**src/rtl/pmem_arbiter_if.sv**
```systemverilog
`timescale 1ns/1ps
// pmem_arbiter_if: client request/response bundle and physical-memory line port
// shared between the arbiter and its clients/memory.
interface pmem_arbiter_if #(
  parameter int NUM_CLIENTS = 2,
  parameter int ADDR_WIDTH  = 16,
  parameter int LINE_WIDTH  = 128
);
  localparam int IDW = (NUM_CLIENTS > 1) ? $clog2(NUM_CLIENTS) : 1;

  // client side
  logic [NUM_CLIENTS-1:0]            cl_read;
  logic [NUM_CLIENTS-1:0]            cl_write;
  logic [NUM_CLIENTS*ADDR_WIDTH-1:0] cl_addr;
  logic [NUM_CLIENTS*LINE_WIDTH-1:0] cl_wdata;
  logic [NUM_CLIENTS-1:0]            cl_resp;
  logic [LINE_WIDTH-1:0]             cl_rdata;

  // physical memory side
  logic                              pmem_read;
  logic                              pmem_write;
  logic [ADDR_WIDTH-1:0]             pmem_address;
  logic [LINE_WIDTH-1:0]             pmem_wdata;
  logic                              pmem_resp;
  logic [LINE_WIDTH-1:0]             pmem_rdata;

  // status
  logic [IDW-1:0]                    grant_id;
  logic                              proto_err;

  // arbiter view
  modport master (
    input  cl_read, cl_write, cl_addr, cl_wdata, pmem_resp, pmem_rdata,
    output cl_resp, cl_rdata, pmem_read, pmem_write, pmem_address, pmem_wdata,
    output grant_id, proto_err
  );

  // clients + memory view
  modport slave (
    output cl_read, cl_write, cl_addr, cl_wdata, pmem_resp, pmem_rdata,
    input  cl_resp, cl_rdata, pmem_read, pmem_write, pmem_address, pmem_wdata,
    input  grant_id, proto_err
  );
endinterface

```
**src/rtl/pmem_arbiter.sv**
```systemverilog
`timescale 1ns/1ps
// pmem_arbiter: round-robin N-client arbiter onto a single physical-memory line
// port. One transaction in flight; all outputs registered.
module pmem_arbiter #(
  parameter int NUM_CLIENTS = 2,
  parameter int ADDR_WIDTH  = 16,
  parameter int LINE_WIDTH  = 128
) (
  input  logic           clk,
  input  logic           rst_n,
  pmem_arbiter_if.master bus
);
  localparam int IDW = (NUM_CLIENTS > 1) ? $clog2(NUM_CLIENTS) : 1;
  localparam logic [IDW:0]   NC_W    = (IDW+1)'(NUM_CLIENTS);
  localparam logic [IDW-1:0] LAST_ID = IDW'(NUM_CLIENTS-1);

  typedef enum logic [1:0] {
    S_IDLE = 2'd0,
    S_BUSY = 2'd1,
    S_RESP = 2'd2
  } state_t;

  state_t                 r_state,        w_next_state;
  logic [IDW-1:0]         r_rr_ptr,       w_rr_ptr;
  logic [IDW-1:0]         r_grant_id,     w_grant_id;
  logic [NUM_CLIENTS-1:0] r_cl_resp,      w_cl_resp;
  logic [LINE_WIDTH-1:0]  r_cl_rdata,     w_cl_rdata;
  logic                   r_pmem_read,    w_pmem_read;
  logic                   r_pmem_write,   w_pmem_write;
  logic [ADDR_WIDTH-1:0]  r_pmem_address, w_pmem_address;
  logic [LINE_WIDTH-1:0]  r_pmem_wdata,   w_pmem_wdata;
  logic                   r_proto_err,    w_proto_err;

  logic [NUM_CLIENTS-1:0] w_req;
  logic [IDW:0]           w_idx;
  logic                   w_found;
  logic [IDW-1:0]         w_pick;
  logic [NUM_CLIENTS-1:0] w_onehot;
  logic [IDW-1:0]         w_rr_after;

  // Round-robin search: first requester at rr_ptr, rr_ptr+1, ... modulo NUM_CLIENTS.
  always_comb begin
    w_req   = bus.cl_read | bus.cl_write;
    w_found = 1'b0;
    w_pick  = '0;
    w_idx   = '0;
    for (int unsigned k = 0; k < NUM_CLIENTS; k++) begin
      w_idx = {1'b0, r_rr_ptr} + (IDW+1)'(k);
      if (w_idx >= NC_W) w_idx = w_idx - NC_W;
      if (!w_found && w_req[w_idx[IDW-1:0]]) begin
        w_found = 1'b1;
        w_pick  = w_idx[IDW-1:0];
      end
    end
  end

  // Completion pulse for the owner and the pointer value that follows it.
  always_comb begin
    w_onehot             = '0;
    w_onehot[r_grant_id] = 1'b1;
    w_rr_after           = (r_grant_id == LAST_ID) ? '0 : r_grant_id + 1'b1;
  end

  // Next-state and next-output logic; every output holds unless changed below.
  always_comb begin
    w_next_state   = r_state;
    w_rr_ptr       = r_rr_ptr;
    w_grant_id     = r_grant_id;
    w_cl_resp      = '0;
    w_cl_rdata     = r_cl_rdata;
    w_pmem_read    = r_pmem_read;
    w_pmem_write   = r_pmem_write;
    w_pmem_address = r_pmem_address;
    w_pmem_wdata   = r_pmem_wdata;
    w_proto_err    = r_proto_err | (bus.pmem_resp && (r_state != S_BUSY));

    case (r_state)
      S_IDLE: begin
        if (w_found) begin
          w_grant_id     = w_pick;
          w_pmem_address = bus.cl_addr[int'(w_pick)*ADDR_WIDTH +: ADDR_WIDTH];
          w_pmem_wdata   = bus.cl_wdata[int'(w_pick)*LINE_WIDTH +: LINE_WIDTH];
          // a client asserting both read and write is treated as a write
          w_pmem_write   = bus.cl_write[w_pick];
          w_pmem_read    = ~bus.cl_write[w_pick];
          w_next_state   = S_BUSY;
        end else begin
          w_pmem_read    = 1'b0;
          w_pmem_write   = 1'b0;
        end
      end
      S_BUSY: begin
        if (bus.pmem_resp) begin
          w_pmem_read  = 1'b0;
          w_pmem_write = 1'b0;
          if (!r_pmem_write) w_cl_rdata = bus.pmem_rdata;
          w_cl_resp    = w_onehot;
          w_rr_ptr     = w_rr_after;
          w_next_state = S_RESP;
        end
      end
      // RESP is a one-cycle bubble so a requester that just completed cannot be
      // re-granted on its not-yet-dropped request.
      S_RESP: begin
        w_next_state = S_IDLE;
      end
      default: begin
        w_next_state = S_IDLE;
        w_pmem_read  = 1'b0;
        w_pmem_write = 1'b0;
      end
    endcase
  end

  // State and output registers with asynchronous active-low reset.
  always_ff @(posedge clk or negedge rst_n) begin
    if (!rst_n) begin
      r_state        <= S_IDLE;
      r_rr_ptr       <= '0;
      r_grant_id     <= '0;
      r_cl_resp      <= '0;
      r_cl_rdata     <= '0;
      r_pmem_read    <= 1'b0;
      r_pmem_write   <= 1'b0;
      r_pmem_address <= '0;
      r_pmem_wdata   <= '0;
      r_proto_err    <= 1'b0;
    end else begin
      r_state        <= w_next_state;
      r_rr_ptr       <= w_rr_ptr;
      r_grant_id     <= w_grant_id;
      r_cl_resp      <= w_cl_resp;
      r_cl_rdata     <= w_cl_rdata;
      r_pmem_read    <= w_pmem_read;
      r_pmem_write   <= w_pmem_write;
      r_pmem_address <= w_pmem_address;
      r_pmem_wdata   <= w_pmem_wdata;
      r_proto_err    <= w_proto_err;
    end
  end

  assign bus.cl_resp      = r_cl_resp;
  assign bus.cl_rdata     = r_cl_rdata;
  assign bus.pmem_read    = r_pmem_read;
  assign bus.pmem_write   = r_pmem_write;
  assign bus.pmem_address = r_pmem_address;
  assign bus.pmem_wdata   = r_pmem_wdata;
  assign bus.grant_id     = r_grant_id;
  assign bus.proto_err    = r_proto_err;

endmodule

```
**src/flat_wrapper.sv**
```systemverilog
// flat-port wrapper written by rule: the top's interface ports become plain ports
module pmem_arbiter_flat 
#(
  parameter int NUM_CLIENTS = 2,
  parameter int ADDR_WIDTH  = 16,
  parameter int LINE_WIDTH  = 128
)
  (clk, rst_n, bus_cl_read, bus_cl_write, bus_cl_addr, bus_cl_wdata, bus_pmem_resp, bus_pmem_rdata, bus_cl_resp, bus_cl_rdata, bus_pmem_read, bus_pmem_write, bus_pmem_address, bus_pmem_wdata, bus_grant_id, bus_proto_err);
  pmem_arbiter_if #(.NUM_CLIENTS(NUM_CLIENTS), .ADDR_WIDTH(ADDR_WIDTH), .LINE_WIDTH(LINE_WIDTH)) bus_i ();
  input  logic clk;
  input  logic rst_n;
  input wire logic [$bits(bus_i.cl_read)-1:0] bus_cl_read;
  input wire logic [$bits(bus_i.cl_write)-1:0] bus_cl_write;
  input wire logic [$bits(bus_i.cl_addr)-1:0] bus_cl_addr;
  input wire logic [$bits(bus_i.cl_wdata)-1:0] bus_cl_wdata;
  input wire logic [$bits(bus_i.pmem_resp)-1:0] bus_pmem_resp;
  input wire logic [$bits(bus_i.pmem_rdata)-1:0] bus_pmem_rdata;
  output wire logic [$bits(bus_i.cl_resp)-1:0] bus_cl_resp;
  output wire logic [$bits(bus_i.cl_rdata)-1:0] bus_cl_rdata;
  output wire logic [$bits(bus_i.pmem_read)-1:0] bus_pmem_read;
  output wire logic [$bits(bus_i.pmem_write)-1:0] bus_pmem_write;
  output wire logic [$bits(bus_i.pmem_address)-1:0] bus_pmem_address;
  output wire logic [$bits(bus_i.pmem_wdata)-1:0] bus_pmem_wdata;
  output wire logic [$bits(bus_i.grant_id)-1:0] bus_grant_id;
  output wire logic [$bits(bus_i.proto_err)-1:0] bus_proto_err;
  assign bus_i.cl_read = bus_cl_read;
  assign bus_i.cl_write = bus_cl_write;
  assign bus_i.cl_addr = bus_cl_addr;
  assign bus_i.cl_wdata = bus_cl_wdata;
  assign bus_i.pmem_resp = bus_pmem_resp;
  assign bus_i.pmem_rdata = bus_pmem_rdata;
  assign bus_cl_resp = bus_i.cl_resp;
  assign bus_cl_rdata = bus_i.cl_rdata;
  assign bus_pmem_read = bus_i.pmem_read;
  assign bus_pmem_write = bus_i.pmem_write;
  assign bus_pmem_address = bus_i.pmem_address;
  assign bus_pmem_wdata = bus_i.pmem_wdata;
  assign bus_grant_id = bus_i.grant_id;
  assign bus_proto_err = bus_i.proto_err;
  pmem_arbiter #(.NUM_CLIENTS(NUM_CLIENTS), .ADDR_WIDTH(ADDR_WIDTH), .LINE_WIDTH(LINE_WIDTH)) u_core (.clk(clk), .rst_n(rst_n), .bus(bus_i));
endmodule
```
**config.mk**
```make
export PLATFORM = sky130hd
export DESIGN_NAME = pmem_arbiter_flat
export DESIGN_NICKNAME = d
export VERILOG_FILES = /design/src/rtl/pmem_arbiter_if.sv /design/src/rtl/pmem_arbiter.sv /design/src/flat_wrapper.sv
export SDC_FILE = /design/constraint.sdc
export NUM_CORES = 1
export LEC_CHECK = 0
export ABC_AREA = 1
export ABC_CLOCK_PERIOD_IN_PS = 2970
export BUFFER_PORTS_ARGS = -buffer_cell sky130_fd_sc_hd__buf_2
export CORE_AREA = 2 2 269 271
export DETAILED_ROUTE_END_ITERATION = 16
export DIE_AREA = 0 0 271 273
export GPL_TIMING_DRIVEN = 0
export HOLD_SLACK_MARGIN = 0.1
export PLACE_DENSITY_LB_ADDON = 0.05
export SETUP_SLACK_MARGIN = 0.1
export SYNTH_ARGS = -nofsm -noshare
export SYNTH_HDL_FRONTEND = slang
export SYNTH_SLANG_ARGS = --single-unit
```
**constraint.sdc**
```tcl
create_clock -name clk -period 2.97 [get_ports clk]
set_input_delay 0.297 -clock clk [delete_from_list [all_inputs] [get_ports clk]]
set_output_delay 0.297 -clock clk [all_outputs]
set_load 0.05 [all_outputs]
```
==> flow_metrics.tcl, run 1 <==
set metrics [dict create \
    fmax_mhz 408.5 \
    cp_max_fo 10 \
    status "completed" \
    clock_sinks 281 \
    antenna_found_initial 24 \
    yosysWarnings 0 \
    seqCellArea_mm2 0.007032 \
    dpl_cell_area_mm2 0.01820 \
    power.density_mw_per_mm2 1167 \
    rsz0062_at_grt "false" \
    grt_pass1_wl_mm 98.91 \
    maxSlewHeadroom_pct 45.46 \
    hpwlAfterDp_mm 50.88 \
    avgSynthCellArea_um2 7.943 \
    grt_pass1_vias 16180 \
    final_util_pct 33.22 \
    die_area_mm2 0.07398 \
    yosysMostFrequentCell "nand2_1" \
    path_class "register to register" \
    p_leak_nw 12.72 \
    design.core.area_mm2 0.07100 \
    portBuffers 700 \
    worstMarginPinSlew_ns 0.8182 \
    clk_latency_ns 0.55 \
    wl_per_cell_um 17.55 \
    drtIter0Drc 693 \
    syn_area_mm2 0.01344 \
    synth_top_family_by_area "simple AND/OR/NAND/NOR gates" \
    rrSetupSlack_ns 0.52 \
    postSynthCellCount 1692 \
    worstSetupEndpointType "register" \
    synthAdderAreaFrac_pct 0 \
    drt_pre_antenna_iters 5 \
    num-fill-cells 7775 \
    setup_violations 0 \
    row_count 98 \
    grt_start_max_net_pins 97 \
    maxCapViolations 0 \
    cts_buffer_depth 3 \
    synth_common_cells "nand2_1 (706), dfrtp_1 (281), nand3_1 (273)" \
    io-pin-count 701 \
    reg2reg_depth 8 \
    grt_use_total_pct 17.56 \
    cp.required_ns 3.46 \
    ys_types 16 \
    synth_xor_area_share_pct 0 \
    synth_edf_count 0 \
    netlist.area_leader.share_pct 52.32 \
    multi_input_area_mm2 0.005154 \
    fin_crit_sh_pct 82.42 \
    cts_tree "done" \
    fin_skew_ns 0.01702 \
    min_period_ns 2.448 \
    drt_wl_total_mm 67.32 \
    yosysSeqAreaShare_pct 52.32 \
    r2r-end "u_core.bus.pmem_wdata[14]$_DFFE_PN0P_" \
    drive_above_1_share_pct 30.22 \
    grt-ovfl-total 0 \
    drc 0 \
    tns_ns 0 \
    die_y_um 273 \
    syn2layout_area_growth_pct 75.51 \
    start_kind "register" \
    min_to "u_core.bus.pmem_wdata[119]$_DFFE_PN0P_" \
    hp-class "input pin to register" \
    peakVddDrop_mv 0.4848 \
    synth_area_leaders "dfrtp_1 (52%), nand2_1 (20%), nand3_1 (10%)" \
    synth-async-reset-ratio_pct 100.0 \
    viasPerCell 4.077 \
    synth-compound-area-share_pct 0.2048 \
    hold_viol_final 0 \
    reg2reg_from "u_core.r_state[1]$_DFFE_PN0P_" \
    synth-seq-cells 281 \
    synth_mux_area_share_pct 0 \
    initial_core_util_pct 18.93 \
    cts_buffers 40 \
    gp_congestion 0.8601 \
    synthSimpleGateAreaFrac_pct 38.14 \
    finalMaxSlewViolations 0 \
    power_mw 27.52 \
    syn-num-nets 2115 \
    cp.arrival_ns 2.94 \
    clock-root-buffer "clkbuf_16" \
    hold_depth 4 \
    hp-start "bus_cl_wdata[247]" \
    path_clk_slew_ns 0.06 \
    fp.dieW_um 271 \
    htree_levels 2 \
    dr_total_vias 15640 \
    final_area_mm2 0.02359 \
    layout.nets 3273 \
    synth-main-ff-cell "dfrtp_1" \
    cts.repair.resized 0 \
    synth_top_cell_by_area "dfrtp_1" \
    ant_nets 0 \
]
[flip-flops by register name, summed over array words and instances (netlist names)]
name,count
u_core.bus.pmem_write,1
u_core.bus.cl_resp,2
u_core.bus.proto_err,1
u_core.bus.pmem_wdata,128
u_core.bus.cl_rdata,128
u_core.bus.pmem_read,1
u_core.bus.grant_id,1
u_core.bus.pmem_address,16
u_core.r_rr_ptr,1
u_core.r_state,2
[cell families after synthesis]
kind of cell / after synthesis
flip-flops: 281
AND/OR/NAND/NOR: 1130
buffers and inverters: 276
AO/OA/AOI/OAI: 5
[cells in the final DEF (no fill, tap or decap), drive strengths merged]
cell type    netlist  layout
bufinv             0       1
nand3b           144     144
clkbuf            11      70
nand3            273     273
diode              0       9
a21oi              1       1
dlygate4sd3        0     414
buf              111     813
nand2            706     706
clkinv             0       8
nor2               7       7
o21bai             1       1
dfrtp            281     281
o21ai              3       3
inv              154     154
[repair_timing]
item | 4_1_cts | 5_1_grt
hold endpoints to repair | 364 | 0
setup endpoints to repair | 0 | 0
hold buffers | 414 | 0
setup buffers | 0 | 0
[report_power, final]
group | leakage, nW | switching (mW) | internal, mW
registers | 3.45 | 0.968 | 5.71
clock network | 0.608 | 1.88 | 2.76
logic | 8.66 | 11.8 | 4.42
total | 12.7 | 14.6 | 12.9
[worst max-delay path by stage]
stage	from	end	slack, ns	depth (start not counted)
after floorplan	u_core.bus.pmem_write$_DFFE_PN0P_	u_core.bus.cl_rdata[118]$_DFFE_PN0P_	1.49	6
after global placement	rst_n	u_core.bus.pmem_wdata[104]$_DFFE_PN0P_	-4.70	1
after detailed placement	u_core.r_state[1]$_DFFE_PN0P_	u_core.bus.pmem_wdata[14]$_DFFE_PN0P_	0.99	7
after CTS	u_core.r_state[1]$_DFFE_PN0P_	u_core.bus.pmem_wdata[14]$_DFFE_PN0P_	0.46	8
after global routing	u_core.r_state[1]$_DFFE_PN0P_	u_core.bus.pmem_wdata[14]$_DFFE_PN0P_	0.32	8
final	u_core.r_state[1]$_DFFE_PN0P_	u_core.bus.pmem_wdata[14]$_DFFE_PN0P_	0.52	8
[metrics by stage]
stage,hold WS [ns],instances,worst slack (ns)
global placement,0.4478,3342,-4.704
global route,0.1409,3835,0.3241
CTS,0.1092,3826,0.4643
finish,0.1291,3835,0.5220
detailed placement,0.4219,3344,0.9912
floorplan,0.001409,1692,1.491
[layout make-up]
cell class / instances / share of cell area (%)
Antenna cell: 9 / 0.09549
Buffer: 122 / 2.865
Clock buffer: 59 / 4.891
Clock inverter: 9 / 0.2971
Inverter: 154 / 2.451
Multi-Input combinational cell: 1135 / 21.85
Sequential cell: 281 / 29.81
Tap cell: 950 / 5.040
Timing Repair Buffer: 1116 / 32.70
[critical path, stage by stage (launching register included)]
cell and delay (ns):
dfrtp_1 0.40, nor2_1 0.25, inv_1 0.07, nor2_1 0.12
buf_2 0.34, buf_2 0.42, nand3_1 0.15, dlygate4sd3_1 0.59
nand2_1 0.06
[routing by layer]
metal	share of wire, %	vias up	GRT usage [%]
met1	39	7388	19.75
met4	2.8	28	5.452
met2	51	479	31.55
met5	0.25	-	0
li1	-	7621	-
met3	7.3	120	5.492
No activity file was read; power rests on OpenSTA's default activity.
==> inputs of run 2 (changes only) <==
Settings changed: ABC_CLOCK_PERIOD_IN_PS 2970 to 2110.
Clock period 2.97 ns to 2.11 ns, I/O delays scaled along.
==> flow_metrics.tcl, run 2 (synthesis gave the netlist of run 1 again) <==
set metrics [dict create \
    status "completed" \
    clock-root-buffer "clkbuf_16" \
    place_inst 3344 \
    antenna_found_initial 10 \
    power_mw 37.53 \
    path_cells "dlygate4sd3_1 -> buf_2 -> inv_1 -> nand2_1 -> buf_4 -> buf_2 -> nand3b_1 -> nand3_1 -> dlygate4sd3_1 -> nand2_1" \
    finalMaxSlewViolations 0 \
    wl_per_cell_um 17.66 \
    path_clk_slew_ns 0.06 \
    grt_start_max_net_pins 97 \
    ant_nets 0 \
    htree_levels 2 \
    fin_crit_sh_pct 90.31 \
    clk_latency_ns 0.55 \
    path_class "input pin to register" \
    instances_no_fill 3839 \
    grt_use_total_pct 17.65 \
    final_cell_mix "buf_2 (789), nand2_1 (706), dlygate4sd3_1 (420), dfrtp_1 (281), nand3_1 (273)" \
    start_kind "input pin" \
    drt_pre_antenna_iters 5 \
    syn2layout_area_growth_pct 76.06 \
    maxSlewHeadroom_pct 45.34 \
    hp-class "input pin to register" \
    mostFrequentLayoutCell "buf_2" \
    io-pin-count 701 \
    power.density_mw_per_mm2 1586 \
    cp.required_ns 2.56 \
    hpwlAfterDp_mm 50.88 \
    drtIter0Drc 711 \
    maxCapViolations 0 \
    drive_above_1_share_pct 30.25 \
    portBuffers 700 \
    fmax_mhz 524.8 \
    cts_tree "done" \
    final_util_pct 33.33 \
    tns_ns 0 \
    dr_total_vias 15580 \
    hold_slack_ns 0.3035 \
    grt-ovfl-total 0 \
    worstMarginPinSlew_ns 0.8199 \
    drc 0 \
    cp_max_fo 10 \
    setup_violations 0 \
    worstSetupEndpointType "register" \
    layout.nets 3280 \
    clock_sinks 281 \
    hold_viol_final 0 \
    drt_wl_total_mm 67.78 \
    grt_pass1_vias 16220 \
    cpMaxStageDelayCell "dlygate4sd3_1" \
    cts_buffer_depth 3 \
    die_area_mm2 0.07398 \
    p_leak_nw 12.98 \
    cp.arrival_ns 2.35 \
    initial_core_util_pct 18.93 \
    viasPerCell 4.059 \
    critical-path-max-stage-delay_ns 0.56 \
    dpl_cell_area_mm2 0.01820 \
    row_count 98 \
    gp_congestion 0.8601 \
    min_period_ns 1.906 \
    design.core.area_mm2 0.07100 \
    fin_skew_ns 0.01896 \
    die_y_um 273 \
    rsz0062_at_grt "false" \
    worst_slack_ns 0.2044 \
    rrSetupSlack_ns 0.30 \
    place_ws_ns 0.1312 \
    grt_pass1_wl_mm 99.57 \
    cts_buffers 40 \
    fp.dieW_um 271 \
    final_area_mm2 0.02366 \
    peakVddDrop_mv 0.6807 \
]
[run 2: cell types whose count changed in the layout (fill, tap and decap cells not counted), sizes merged]
cell,before,now
diode,9,6
clkbuf,70,73
buf,813,811
dlygate4sd3,414,420
[run 2: worst paths after layout]
| path | depth (start not counted) | to | from |
|---|---|---|---|
| worst max-delay path | 10 | u_core.bus.pmem_wdata[74]$_DFFE_PN0P_ | bus_cl_write[1] |
| min in group asynchronous | 2 | u_core.bus.cl_rdata[113]$_DFFE_PN0P_ | rst_n |
| worst min-delay path | 7 | u_core.bus.pmem_wdata[73]$_DFFE_PN0P_ | bus_cl_read[1] |
| max in group asynchronous | 3 | u_core.bus.pmem_wdata[105]$_DFFE_PN0P_ | rst_n |
| worst min register to register | 2 | u_core.bus.cl_rdata[120]$_DFFE_PN0P_ | u_core.bus.cl_rdata[120]$_DFFE_PN0P_ |
| worst max register to register | 7 | u_core.bus.pmem_wdata[74]$_DFFE_PN0P_ | u_core.r_state[1]$_DFFE_PN0P_ |
[run 2: report_power, final]
group          internal, mW  switching [mW]  total, mW
sequential             8.04            1.36       9.40
clock                  3.88            2.65       6.53
combinational          5.16            16.4       21.6
total                  17.1            20.5       37.5
[run 2: cell type report]
class                      instances  area (um2)
clock buffer                      59        1154
sequential                       281        7032
buffer                           122       688.2
antenna                            6       15.01
timing repair buffer            1123        7780
multi-input combinational       1135        5156
inverter                         154       578.1
fill                            7719       47330
tap                              950        1189
clock inverter                     9       70.07
[run 2: critical path: cells and delay by family]
| family | cells | cell delay, ns |
|---|---|---|
| buffers and inverters | 6 | 1.79 |
| and+or+nand+nor | 4 | 0.35 |
[run 2: metal layers]
layer	track usage, %	wire [um]	up-vias
li1	-	-	7635
met1	20.21	26900	7359
met2	31.88	34450	475
met3	4.806	4485	104
met4	5.350	1899	10
met5	0	56	-
[run 2: timing repair]
| item | CTS | global route |
|---|---|---|
| hold buffers | 420 | 0 |
| endpoints found under the hold margin | 370 | 0 |
| endpoints found under the setup margin | 0 | 21 |
| buffers inserted | 0 | 1 |
| resized for setup | 0 | 8 |
